==> src/rtl/fft_pkg.sv <==
// Shared widths and loader FSM encoding for the FFT input path.
package fft_pkg;

    localparam int unsigned FLOAT32_W = 32;
    localparam int unsigned FLOAT18_W = 18;
    localparam int unsigned CPLX18_W  = 2 * FLOAT18_W;

    typedef enum logic [1:0] {
        StIdle  = 2'd0,
        StLoad  = 2'd1,
        StDrain = 2'd2,
        StDone  = 2'd3
    } loader_state_e;

endpackage

==> src/rtl/fft_frame_loader_if.sv <==
// Complex float32 sample stream from the upstream source into the frame loader.
interface fft_frame_loader_if;
    import fft_pkg::*;

    logic                 in_valid;
    logic                 in_ready;
    logic [FLOAT32_W-1:0] in_re;
    logic [FLOAT32_W-1:0] in_im;

    modport master (output in_valid, output in_re, output in_im, input in_ready);
    modport slave  (input in_valid, input in_re, input in_im, output in_ready);

endinterface

==> src/rtl/cvt_tag_pipe.sv <==
// Marks which cycles carry a real sample through the converter pipeline.
module cvt_tag_pipe #(
    parameter int unsigned DEPTH = 4
) (
    input  logic clk,
    input  logic rst,
    input  logic tag_in,
    output logic tag_out,
    output logic empty
);

    logic [DEPTH-1:0] tags_q;
    logic [DEPTH-1:0] tags_d;

    if (DEPTH == 1) begin : g_single
        assign tags_d = tag_in;
    end else begin : g_shift
        assign tags_d = {tags_q[DEPTH-2:0], tag_in};
    end

    always_ff @(posedge clk or posedge rst) begin
        if (rst) begin
            tags_q <= '0;
        end else begin
            tags_q <= tags_d;
        end
    end

    assign tag_out = tags_q[DEPTH-1];
    assign empty   = ~|tags_q;

endmodule

==> src/rtl/fft_frame_loader.sv <==
// Streams one frame of complex float32 samples through the float18 converter and
// writes the packed results into the FFT input buffer at sequential addresses.
module fft_frame_loader
    import fft_pkg::*;
#(
    parameter int unsigned FRAME_LEN = 8192,
    parameter int unsigned ADDR_W    = 13,
    parameter int unsigned CVT_LAT   = 4
) (
    input  logic                 clk,
    input  logic                 rst,
    input  logic                 start,
    output logic                 busy,
    output logic                 frame_done,
    fft_frame_loader_if.slave    in_if,
    output logic [FLOAT32_W-1:0] cvt_re,
    output logic [FLOAT32_W-1:0] cvt_im,
    input  logic                 cvt_rdy,
    input  logic [CPLX18_W-1:0]  cvt_result,
    output logic                 wr_en,
    output logic [ADDR_W-1:0]    wr_addr,
    output logic [CPLX18_W-1:0]  wr_data,
    output logic [ADDR_W:0]      sample_cnt,
    output logic                 err
);

    localparam int unsigned CntW = ADDR_W + 1;
    localparam logic [CntW-1:0] FrameCnt  = CntW'(FRAME_LEN);
    localparam logic [CntW-1:0] FrameLast = CntW'(FRAME_LEN - 1);

    loader_state_e        state_q, state_d;
    logic [CntW-1:0]      issue_cnt_q;
    logic [CntW-1:0]      sample_cnt_q;
    logic [ADDR_W-1:0]    wr_addr_q;
    logic [CPLX18_W-1:0]  wr_data_q;
    logic                 wr_en_q;
    logic                 err_q;
    logic [FLOAT32_W-1:0] cvt_re_q;
    logic [FLOAT32_W-1:0] cvt_im_q;
    logic                 in_ready;
    logic                 accept;
    logic                 start_ok;
    logic                 tag_out;
    logic                 tag_empty;

    assign accept   = in_if.in_valid & in_ready;
    assign start_ok = start & (state_q == StIdle);

    always_ff @(posedge clk or posedge rst) begin
        if (rst) begin
            state_q <= StIdle;
        end else begin
            state_q <= state_d;
        end
    end

    always_comb begin
        state_d = state_q;
        unique case (state_q)
            StIdle:  if (start) state_d = StLoad;
            StLoad:  if (accept && (issue_cnt_q == FrameLast)) state_d = StDrain;
            StDrain: if ((sample_cnt_q == FrameCnt) && tag_empty) state_d = StDone;
            StDone:  state_d = StIdle;
            default: state_d = StIdle;
        endcase
    end

    always_comb begin
        busy       = (state_q != StIdle);
        frame_done = (state_q == StDone);
        in_ready   = (state_q == StLoad) && (issue_cnt_q < FrameCnt);
    end

    assign in_if.in_ready = in_ready;

    // Each accepted sample drops a marker that surfaces when its converted value is due.
    cvt_tag_pipe #(
        .DEPTH (CVT_LAT)
    ) u_tag_pipe (
        .clk     (clk),
        .rst     (rst),
        .tag_in  (accept),
        .tag_out (tag_out),
        .empty   (tag_empty)
    );

    always_ff @(posedge clk or posedge rst) begin
        if (rst) begin
            issue_cnt_q  <= '0;
            sample_cnt_q <= '0;
            wr_addr_q    <= '0;
            wr_data_q    <= '0;
            wr_en_q      <= 1'b0;
            err_q        <= 1'b0;
            cvt_re_q     <= '0;
            cvt_im_q     <= '0;
        end else begin
            wr_en_q <= 1'b0;
            if (start_ok) begin
                issue_cnt_q  <= '0;
                sample_cnt_q <= '0;
                wr_addr_q    <= '0;
                err_q        <= 1'b0;
            end
            if (accept) begin
                cvt_re_q    <= in_if.in_re;
                cvt_im_q    <= in_if.in_im;
                issue_cnt_q <= issue_cnt_q + CntW'(1);
            end
            // A late converter still gets written; the error flag records it.
            if (tag_out) begin
                wr_en_q      <= 1'b1;
                wr_addr_q    <= sample_cnt_q[ADDR_W-1:0];
                wr_data_q    <= cvt_result;
                sample_cnt_q <= sample_cnt_q + CntW'(1);
                if (!cvt_rdy) begin
                    err_q <= 1'b1;
                end
            end
        end
    end

    assign cvt_re     = cvt_re_q;
    assign cvt_im     = cvt_im_q;
    assign wr_en      = wr_en_q;
    assign wr_addr    = wr_addr_q;
    assign wr_data    = wr_data_q;
    assign sample_cnt = sample_cnt_q;
    assign err        = err_q;

endmodule

==> src/flat_wrapper.sv <==
// flat-port wrapper written by rule: the top's interface ports become plain ports
module fft_frame_loader_flat import fft_pkg::*;
#(
    parameter int unsigned FRAME_LEN = 8192,
    parameter int unsigned ADDR_W    = 13,
    parameter int unsigned CVT_LAT   = 4
)
  (clk, rst, start, busy, frame_done, cvt_re, cvt_im, cvt_rdy, cvt_result, wr_en, wr_addr, wr_data, sample_cnt, err, in_if_in_valid, in_if_in_re, in_if_in_im, in_if_in_ready);
  fft_frame_loader_if in_if_i ();
  input  logic clk;
  input  logic rst;
  input  logic start;
  output logic busy;
  output logic frame_done;
  output logic [FLOAT32_W-1:0] cvt_re;
  output logic [FLOAT32_W-1:0] cvt_im;
  input  logic cvt_rdy;
  input  logic [CPLX18_W-1:0] cvt_result;
  output logic wr_en;
  output logic [ADDR_W-1:0] wr_addr;
  output logic [CPLX18_W-1:0] wr_data;
  output logic [ADDR_W:0] sample_cnt;
  output logic err;
  input wire logic [$bits(in_if_i.in_valid)-1:0] in_if_in_valid;
  input wire logic [$bits(in_if_i.in_re)-1:0] in_if_in_re;
  input wire logic [$bits(in_if_i.in_im)-1:0] in_if_in_im;
  output wire logic [$bits(in_if_i.in_ready)-1:0] in_if_in_ready;
  assign in_if_i.in_valid = in_if_in_valid;
  assign in_if_i.in_re = in_if_in_re;
  assign in_if_i.in_im = in_if_in_im;
  assign in_if_in_ready = in_if_i.in_ready;
  fft_frame_loader #(.FRAME_LEN(FRAME_LEN), .ADDR_W(ADDR_W), .CVT_LAT(CVT_LAT)) u_core (.clk(clk), .rst(rst), .start(start), .busy(busy), .frame_done(frame_done), .in_if(in_if_i), .cvt_re(cvt_re), .cvt_im(cvt_im), .cvt_rdy(cvt_rdy), .cvt_result(cvt_result), .wr_en(wr_en), .wr_addr(wr_addr), .wr_data(wr_data), .sample_cnt(sample_cnt), .err(err));
endmodule
==> config.mk <==
export PLATFORM = sky130hd
export DESIGN_NAME = fft_frame_loader_flat
export DESIGN_NICKNAME = d
export VERILOG_FILES = /design/src/rtl/fft_pkg.sv /design/src/rtl/fft_frame_loader_if.sv /design/src/rtl/cvt_tag_pipe.sv /design/src/rtl/fft_frame_loader.sv /design/src/flat_wrapper.sv
export SDC_FILE = /design/constraint.sdc
export NUM_CORES = 1
export LEC_CHECK = 0
export CORE_MARGIN = 2
export CORE_UTILIZATION = 23
export DETAILED_ROUTE_END_ITERATION = 6
export GPL_TIMING_DRIVEN = 0
export PLACE_DENSITY = 0.52
export SLEW_MARGIN = 15
export SYNTH_ARGS = -nofsm -noshare
export SYNTH_HDL_FRONTEND = slang
export SYNTH_HIERARCHICAL = 1
export SYNTH_SLANG_ARGS = --single-unit
==> constraint.sdc <==
create_clock -name clk -period 6.6 [get_ports clk]
set_input_delay 0.99 -clock clk [delete_from_list [all_inputs] [get_ports clk]]
set_output_delay 0.99 -clock clk [all_outputs]
set_load 0.01 [all_outputs]
---- Yosys cells after proc, flatten, opt, wreduce, memory -nomap -nowiden ----
Cells that the tools add are included.
W data, S select, Z words.
storage, ports and cells
  register bits after elaboration ......... 149
cells by class
  $add $sub $neg .......................... 2
  $lt $le $gt $ge ......................... 1
  eq/ne operators ......................... 8
  mux-type cells .......................... 13
  bitwise logic cells ..................... 2
  reductions and logical operators ........ 10
operator list
  cell                     number
  $mux W14                 3
  $add A14 B1 Y14 const B  2
  $mux W13                 2
  $eq A14 B13 Y1 const B   1
  $eq A14 B14 Y1 const B   1
  $lt A14 B14 Y1 const B   1
  $pmux W2 S4              1
  $mux W2                  3
  $reduce_bool A2 Y1       3
  $eq A2 B2 Y1 const B     2
  $mux W1                  4
  $ne A2 B1 Y1 const B     2
  $reduce_or A4 Y1         1
  $logic_and A1 B1 Y1      3
  $reduce_and A3 Y1        1
  $and A1 B1 Y1            2
  $eq A2 B1 Y1 const B     1
  $logic_not A2 Y1         1
  $ne A2 B2 Y1 const B     1
  $logic_not A1 Y1         1

---- Logic depth before layout (Yosys ltp) ----
Gate-level depths: netlist of the first run.
  depth in word-level cells ............... 6
  gate-level depth with buffers ........... 9

---- Modules after synthesis ----
The synthesis of the first run kept the hierarchy.
by module, submodules not included
  module            instances  cells an instance  area each (µm²)  sequential area each (µm²)
  fft_frame_loader  1          590                5926.9           3628.5
  cvt_tag_pipe      1          6                  116.4            100.1

---- Least setup slack after synthesis of the first run ----
Ideal clock, no wire load.
  kind .................................... input to register
  start ................................... input in_if_in_valid
  end ..................................... register u_core.state_q[1]
  setup time .............................. 125 ps
  arrival time ............................ 1994 ps
  required time ........................... 6475 ps
  path slack .............................. 4481 ps
  stages on the path ...................... 6
  cell sequence ........................... nand3b_1 clkbuf_1 inv_2 a41o_1 nand3_1 mux2_4
between the ends
  word-level cells in the longest chain between the ends .. 4
RTL lines
  item                         RTL line                RTL
  from (decl)                  flat_wrapper.sv:24      input wire logic [$bits(in_if_i.in_valid)-1:0] in_if_in_valid;
  $and A1 B1 Y1                fft_frame_loader.sv:46  assign accept = in_if.in_valid & in_ready;
  $logic_and A1 B1 Y1          fft_frame_loader.sv:61  StLoad: if (accept && (issue_cnt_q == FrameLast)) state_d = StDrain;
  $ne A2 B1 Y1 (no line)       --
  $reduce_and A3 Y1 (no line)  --
  to (signal assigned)         fft_frame_loader.sv:51  state_q <= StIdle;
  to (signal assigned)         fft_frame_loader.sv:53  state_q <= state_d;
  to (decl)                    fft_frame_loader.sv:31  loader_state_e state_q, state_d;
No other way between the ends.
A chain may end at the register's enable or synchronous reset.

---- Final worst setup path of the first run ----
  start ................................... register u_core.state_q[1]
  end ..................................... output in_if_in_ready
between the ends
  word-level cells in the longest chain between the ends .. 2
RTL lines
  item                 RTL line                RTL
  $eq A2 B1 Y1         fft_frame_loader.sv:71  in_ready = (state_q == StLoad) && (issue_cnt_q < FrameCnt);
  $logic_and A1 B1 Y1  fft_frame_loader.sv:71
  to (decl)            flat_wrapper.sv:27      output wire logic [$bits(in_if_i.in_ready)-1:0] in_if_in_ready;
No other way between the ends.

==> results of run 1 <==
==> per-layer routing <==
| metal | up-vias | GRT usage | share of wire |
|---|---|---|---|
| met2 | 154 | 0.206 | 0.46 |
| met4 | 0 | 0.0329 | 0.0070 |
| met3 | 8 | 0.0486 | 0.074 |
| met1 | 2391 | 0.174 | 0.46 |
| li1 | 2455 | - | - |
| met5 | - | 0 | 0 |
==> through the flow <==
step	std cells	TNS, ps	cell area (µm²)	utilization	hold WS, ps
2_1_floorplan	596	0	6040	-	372
4_1_cts	1200	0	9450	0.365	395
5_1_grt	1200	0	9450	0.365	405
3_3_place_gp	1167	-141740	8820	0.341	376
3_5_place_dp	1168	0	8860	0.342	381
6_report	1200	0	9450	0.365	392
==> area by class of cell <==
class / instances / area share
Sequential cell: 149 / 0.395
Timing Repair Buffer: 237 / 0.253
Multi-Input combinational cell: 405 / 0.228
Clock buffer: 19 / 0.0469
Tap cell: 335 / 0.0444
Clock inverter: 13 / 0.0151
Buffer: 30 / 0.0122
Inverter: 12 / 0.00556
==> power by group <==
part	switching, mW	internal, mW
Combinational	0.218	0.282
Sequential	0.0796	1.01
Clock	0.417	0.573
Total	0.715	1.87
==> cells in the mapped netlist, drive strengths merged <==
cell	instances
clkbuf	24
dfrtp	149
xor2	3
a21oi	5
o21ai	33
nor4	1
or4	1
and4	1
a31oi	2
nand2b	1
a41o	1
a32oi	1
nand4	8
o211ai	1
and3	8
ha	8
mux2	37
a2bb2oi	1
nand3b	1
or4b	2
nor3	3
nand3	18
xnor2	4
o22ai	1
nand2	248
nor2	6
o41ai	1
inv	12
buf	6
mux2i	8
o31ai	1
==> worst max-delay path, delay by kind of cell, from the launching register on <==
family                   cells  cell delay [ps]
buffers and inverters        3              740
flip-flops                   1              420
adder cells (fa/ha/maj)      1              220
AND/OR/NAND/NOR              1              100
==> kinds of logic (layout without fill, tap and decap cells) <==
kind of cell / count (synthesis) / in the layout / share of synthesized area
compound gates: 47 / 47 / 0.0443
xor+xnor: 7 / 7 / 0.0101
fa+ha+maj: 8 / 8 / 0.0166
buf+inv: 42 / 311 / 0.0265
flops: 149 / 149 / 0.617
mux: 45 / 45 / 0.0828
simple gates: 298 / 298 / 0.203
==> layout by cell type (no fill, tap or decap), types with 2 or more instances in the layout <==
master,n
inv_6,6
ha_1,8
nor3_1,3
or4b_1,2
a21oi_1,5
a31oi_1,2
buf_2,2
inv_1,10
o21ai_0,28
mux2i_1,8
clkdlybuf4s50_1,236
dfrtp_1,149
nand3_1,18
nand4_1,8
clkbuf_1,25
bufinv_16,2
buf_1,4
and3_1,8
xor2_1,3
nand2_1,248
xnor2_1,4
nor2_1,6
clkinv_2,3
o21ai_1,5
mux2_2,36
clkbuf_16,17
clkinvlp_4,2
==> path summary, 6_finish.rpt <==
path / depth (start not counted) / end / startpoint / slack, ps
worst max-delay path: 5 / in_if_in_ready / u_core/state_q[1] / 3720
worst min-delay path: 0 / u_core/u_tag_pipe/tags_q[3] / u_core/u_tag_pipe/tags_q[2] / 390
worst max register to register: 9 / u_core/cvt_re[9] / u_core/state_q[1] / 4040
worst min register to register: 0 / u_core/u_tag_pipe/tags_q[3] / u_core/u_tag_pipe/tags_q[2] / 390
max in group asynchronous: 3 / u_core/issue_cnt_q[11] / rst / 4810
min in group asynchronous: 2 / u_core/u_tag_pipe/tags_q[0] / rst / 920
==> registers in the layout, summed over array words and instances (netlist names) <==
register,cells
u_core/wr_data,36
u_core/wr_en,1
u_core/cvt_re,32
u_core/issue_cnt_q,14
u_core/u_tag_pipe/tags_q,4
u_core/err,1
u_core/cvt_im,32
u_core/sample_cnt,14
u_core/wr_addr,13
u_core/state_q,2
==> impl_metrics.sql, run 1 <==
INSERT INTO impl_metrics (metric_group, metric, value, unit) VALUES
('status', 'outcome', 'finished clean', ''),
('place', 'preCtsSetupSlack', '3210', 'ps'),
('global_route', 'globalRoute.totalOverflow', '0', ''),
('drt', 'drt.antenna.violating_nets', '0', ''),
('logic_synthesis', 'netlist.area_leader.share', '0.617', ''),
('timing', 'finalWorstSetupSlack', '3720', 'ps'),
('global_route', 'groute.usage.overall', '0.132', ''),
('timing', 'rsz0062_at_grt', 'no', ''),
('logic_synthesis', 'synthCells', '596', ''),
('logic_synthesis', 'synthDominantAreaCellType', 'dfrtp_1', ''),
('power', 'ir_worst_vdd', '0.150', 'mV'),
('setup_path', 'cp_data_required_time', '5610', 'ps'),
('logic_synthesis', 'synthesis.area_per_instance', '10.1', 'µm²'),
('drt', 'wl_per_instance', '15.0', 'µm'),
('logic_synthesis', 'number_of_synthesized_register_bits', '149', ''),
('setup_path', 'worstSetupEndpointType', 'output pin', ''),
('floorplanning', 'die_area', '0.0276', 'mm²'),
('clocking', 'cts.reportedPaths.clkPinSlew', '60', 'ps'),
('final_layout', 'final.fill_count', '2620', ''),
('timing', 'min_period_over_period', '0.437', ''),
('final_layout', 'drive_above_1_share', '0.0879', ''),
('timing', 'max_clock_freq', '347', 'MHz'),
('clocking', 'worst_skew_pair.late_latency', '420', 'ps'),
('final_layout', 'antenna-diode-count', '0', ''),
('setup_path', 'worst-endpoint-arrival', '1890', 'ps'),
('flow_run', 'drv_cap', '0', ''),
('power', 'power.static_leakage', '4.23', 'nW'),
('place', 'globalplace.congestion', '0.730', ''),
('setup_path', 'crit_fanout', '4', ''),
('drt', 'detailroute.via_count', '5008', ''),
('clocking', 'cts_root_buf', 'clkbuf_16', ''),
('setup_path', 'crit_chain', 'inv_1, ha_1, inv_1, nor2_1, clkdlybuf4s50_1', ''),
('clocking', 'postCtsHoldBufs', '0', ''),
('drt', 'totalWireLength', '18.0', 'mm'),
('logic_synthesis', 'synth.area.top_cells', 'dfrtp_1, nand2_1, mux2_2, o21ai_0, ha_1', ''),
('place', 'detailed_place_hpwl', '12.8', 'mm'),
('setup_path', 'critPathLaunchType', 'flop', ''),
('timing', 'setup_viol', '0', ''),
('timing', 'report.final.hold_viol_count', '0', ''),
('timing', 'worst-slew-pin-transition', '719', 'ps'),
('drt', 'drc', '0', ''),
('place', 'port_buffers', '236', ''),
('setup_path', 'cp_common_cell', 'inv_1', ''),
('clocking', 'cts_inserted_buffers', '17', ''),
('logic_synthesis', 'yosysUniqueCellTypes', '35', ''),
('setup_path', 'crit_type', 'reg -> out', ''),
('drt', 'drt_pass1_iterations', '6', ''),
('clocking', 'h-tree-depth', '4', ''),
('global_route', 'grt_max_degree', '103', ''),
('setup_path', 'crit_path_max_incr_delay', '550', 'ps'),
('timing', 'min_period', '2880', 'ps'),
('clocking', 'cts_tree', 'yes', ''),
('timing', 'drv_slew', '0', ''),
('floorplanning', 'cell_rows', '59', ''),
('floorplanning', 'core_area', '0.0259', 'mm²'),
('global_route', 'grt_first_pass_wirelength', '28.8', 'mm'),
('clocking', 'post_cts.repair.setup_buffers', '0', ''),
('power', 'power_density', '273', 'mW/mm²'),
('timing', 'worst_clock_skew', '16.9', 'ps'),
('drt', 'detail_route.vias_per_cell', '4.17', ''),
('floorplanning', 'ios', '237', ''),
('clocking', 'clock_sink_count', '149', ''),
('logic_synthesis', 'postSynthNetCount', '709', ''),
('setup_path', 'slowest_stage', 'clkdlybuf4s50_1', ''),
('hold_path', 'min-delay-path-class', 'reg -> reg', ''),
('final_layout', 'syn2layout_area_growth', '56.3', '%'),
('final_layout', 'multi_input_comb_area', '0.00215', 'mm²'),
('power', 'p_total', '2.58', 'mW'),
('logic_synthesis', 'ys.warnings.count', '6', ''),
('logic_synthesis', 'synth.yosys.seq_area_share', '0.617', ''),
('floorplanning', 'floorplan.die.height', '166', 'µm'),
('clocking', 'ctsLongestPathBuffers', '2', ''),
('clocking', 'post_cts_resize_count', '0', ''),
('global_route', 'grt_pass1_vias', '4988', ''),
('floorplanning', 'fp.dieW', '166', 'µm'),
('timing', 'worst_slew_margin_rel', '0.521', ''),
('logic_synthesis', 'synth_area', '0.00604', 'mm²'),
('floorplanning', 'effective_utilization_at_floorplan', '0.233', ''),
('drt', 'detailedRoute.firstIterationViolations', '309', ''),
('final_layout', 'seqCellArea', '0.00373', 'mm²'),
('global_route', 'antenna_found_initial', '0', ''),
('final_layout', 'final_net_count', '965', '');
Power figures use the tool's default switching activity.
==> inputs of run 2 (changes only) <==
Clock period 6.6 ns to 2.7 ns, I/O delays scaled along.
==> impl_metrics.sql, run 2 (synthesis gave the netlist of run 1 again) <==
INSERT INTO impl_metrics (metric_group, metric, value, unit) VALUES
('setup_path', 'worst_r2r_startpoint', 'u_core/state_q[1]', ''),
('final_layout', 'syn2layout_area_growth', '57.4', '%'),
('timing', 'report.final.hold_viol_count', '0', ''),
('setup_path', 'crit_chain', 'inv_1, ha_1, nand3b_1, clkbuf_1, inv_2, clkbuf_2, clkbuf_1, nand2_1, nand2_1', ''),
('global_route', 'grt_max_degree', '33', ''),
('drt', 'detail_route_met2_wl', '8.18', 'mm'),
('setup_path', 'critical_path_cell_count', '9', ''),
('final_layout', 'antenna-diode-count', '0', ''),
('drt', 'drt-met1-wl', '8.24', 'mm'),
('power', 'ir_worst_vdd', '0.346', 'mV'),
('drt', 'drt.antenna.violating_nets', '0', ''),
('final_layout', 'largest_reg_flops', '36', ''),
('place', 'detailed_place_hpwl', '13.2', 'mm'),
('setup_path', 'worst-path-buf-inv', '5', ''),
('setup_path', 'worst-endpoint-arrival', '2650', 'ps'),
('place', 'dpl-instance-area', '0.00893', 'mm²'),
('timing', 'rsz0062_at_grt', 'no', ''),
('timing', 'drv_slew', '0', ''),
('place', 'globalplace.congestion', '0.750', ''),
('final_layout', 'mostFrequentLayoutCells', 'nand2_1, clkdlybuf4s50_1, dfrtp_1', ''),
('setup_path', 'worst_r2r_path_depth', '9', ''),
('timing', 'worst-slew-pin-transition', '749', 'ps'),
('timing', 'setup_viol', '0', ''),
('drt', 'detailroute.wirelength.met3', '1.68', 'mm'),
('global_route', 'antenna_found_initial', '0', ''),
('floorplanning', 'ios', '237', ''),
('floorplanning', 'die_area', '0.0276', 'mm²'),
('clocking', 'worst_skew_pair.late_latency', '420', 'ps'),
('clocking', 'cts_root_buf', 'clkbuf_16', ''),
('timing', 'min_period_over_period', '0.866', ''),
('final_layout', 'drive_above_1_share', '0.0967', ''),
('setup_path', 'crit_type', 'reg -> reg', ''),
('setup_path', 'worstSetupEndpointType', 'flop', ''),
('global_route', 'globalRoute.totalOverflow', '0', ''),
('power', 'power_density', '662', 'mW/mm²'),
('timing', 'fin_worst_hold_slack', '243', 'ps'),
('final_layout', 'final_net_count', '969', ''),
('timing', 'worst_slew_margin_rel', '0.501', ''),
('setup_path', 'crit_path_max_incr_delay', '490', 'ps'),
('timing', 'worst_clock_skew', '11.7', 'ps'),
('drt', 'detail_route.vias_per_cell', '4.24', ''),
('hold_path', 'min-delay-path-class', 'in -> async', ''),
('timing', 'max_clock_freq', '428', 'MHz'),
('global_route', 'grt_first_pass_wirelength', '29.4', 'mm'),
('floorplanning', 'effective_utilization_at_floorplan', '0.233', ''),
('drt', 'drc', '0', ''),
('clocking', 'cts_tree', 'yes', ''),
('final_layout', 'final_common_cell', 'nand2_1', ''),
('setup_path', 'slowest_stage', 'clkbuf_1', ''),
('drt', 'wl_per_instance', '15.2', 'µm'),
('floorplanning', 'fp.dieW', '166', 'µm'),
('power', 'power.static_leakage', '4.27', 'nW'),
('power', 'p_total', '6.29', 'mW'),
('drt', 'detailedRoute.firstIterationViolations', '178', ''),
('setup_path', 'cp_data_required_time', '3020', 'ps'),
('global_route', 'groute.usage.overall', '0.135', ''),
('drt', 'totalWireLength', '18.3', 'mm'),
('place', 'port_buffers', '236', ''),
('clocking', 'post_cts.repair.setup_buffers', '0', ''),
('floorplanning', 'core_area', '0.0259', 'mm²'),
('place', 'dp.cells', '1172', ''),
('clocking', 'cts_inserted_buffers', '17', ''),
('setup_path', 'critPathLaunchType', 'flop', ''),
('flow_run', 'drv_cap', '0', ''),
('setup_path', 'critical_path.startpoint', 'u_core/state_q[1]', ''),
('global_route', 'grt_pass1_vias', '5200', ''),
('setup_path', 'timing.critical_path.max_delay_family', 'buffers and inverters', ''),
('drt', 'top_layer', 'met4', ''),
('floorplanning', 'floorplan.die.height', '166', 'µm'),
('setup_path', 'crit_fanout', '10', ''),
('clocking', 'clock_sink_count', '149', ''),
('drt', 'detailroute.via_count', '5108', ''),
('final_layout', 'finish.instance_area', '0.00951', 'mm²'),
('final_layout', 'layout.cells.non_filler', '1204', ''),
('timing', 'min_period', '2340', 'ps'),
('status', 'outcome', 'finished clean', ''),
('clocking', 'ctsLongestPathBuffers', '2', ''),
('clocking', 'cts.reportedPaths.clkPinSlew', '70', 'ps'),
('floorplanning', 'cell_rows', '59', ''),
('drt', 'drt_pass1_iterations', '4', ''),
('clocking', 'h-tree-depth', '4', '');
## run 2: worst paths after layout
check,to,slack (ps)
setup / recovery,u_core/cvt_im[26],360
hold / removal,u_core/u_tag_pipe/tags_q[3],240
setup reg to reg,u_core/cvt_im[26],360
hold reg to reg,u_core/u_tag_pipe/tags_q[3],390
max in group asynchronous,u_core/cvt_re[10],1460
min in group clk,u_core/u_tag_pipe/tags_q[3],390
## run 2: report_power, final
| part | internal (mW) | switching [mW] | total (mW) |
|---|---|---|---|
| combinational | 0.701 | 0.550 | 1.25 |
| sequential | 2.48 | 0.197 | 2.67 |
| clock | 1.32 | 1.05 | 2.37 |
| total | 4.50 | 1.80 | 6.29 |
## run 2: repair_timing
action / CTS / global route
gates resized for setup: 2 / 2
hold buffers: 0 / 0
endpoints found under the setup margin: 13 / 40
## run 2: final cells by class
cell class | instances | area, µm²
Fill cell | 2583 | 16400
Sequential cell | 149 | 3730
Timing Repair Buffer | 241 | 2460
Multi-Input combinational cell | 405 | 2150
Clock buffer | 18 | 439
Tap cell | 335 | 419
Clock inverter | 14 | 140
Buffer | 30 | 119
Inverter | 12 | 48.8
## run 2: through the flow
step	TNS [ps]	util	setup slack [ps]
global placement	-160820	0.341	-1100
finish	0	0.367	361
global route	0	0.367	57.7
detailed placement	-3820	0.345	-200
floorplan	0	-	476
CTS	0	0.367	4.37
## run 2: routing by layer
layer | global-route usage | vias up
met5 | 0 | -
met4 | 0.0374 | 0
met3 | 0.0539 | 12
met2 | 0.213 | 204
met1 | 0.172 | 2428
li1 | - | 2464
==> inputs of run 3 (changes only) <==
Settings changed: CTS_CLUSTER_SIZE set to 20, TNS_END_PERCENT set to 100.
==> results of run 3 <==
Final layout, timing and power as in run 2 (identical DEF).
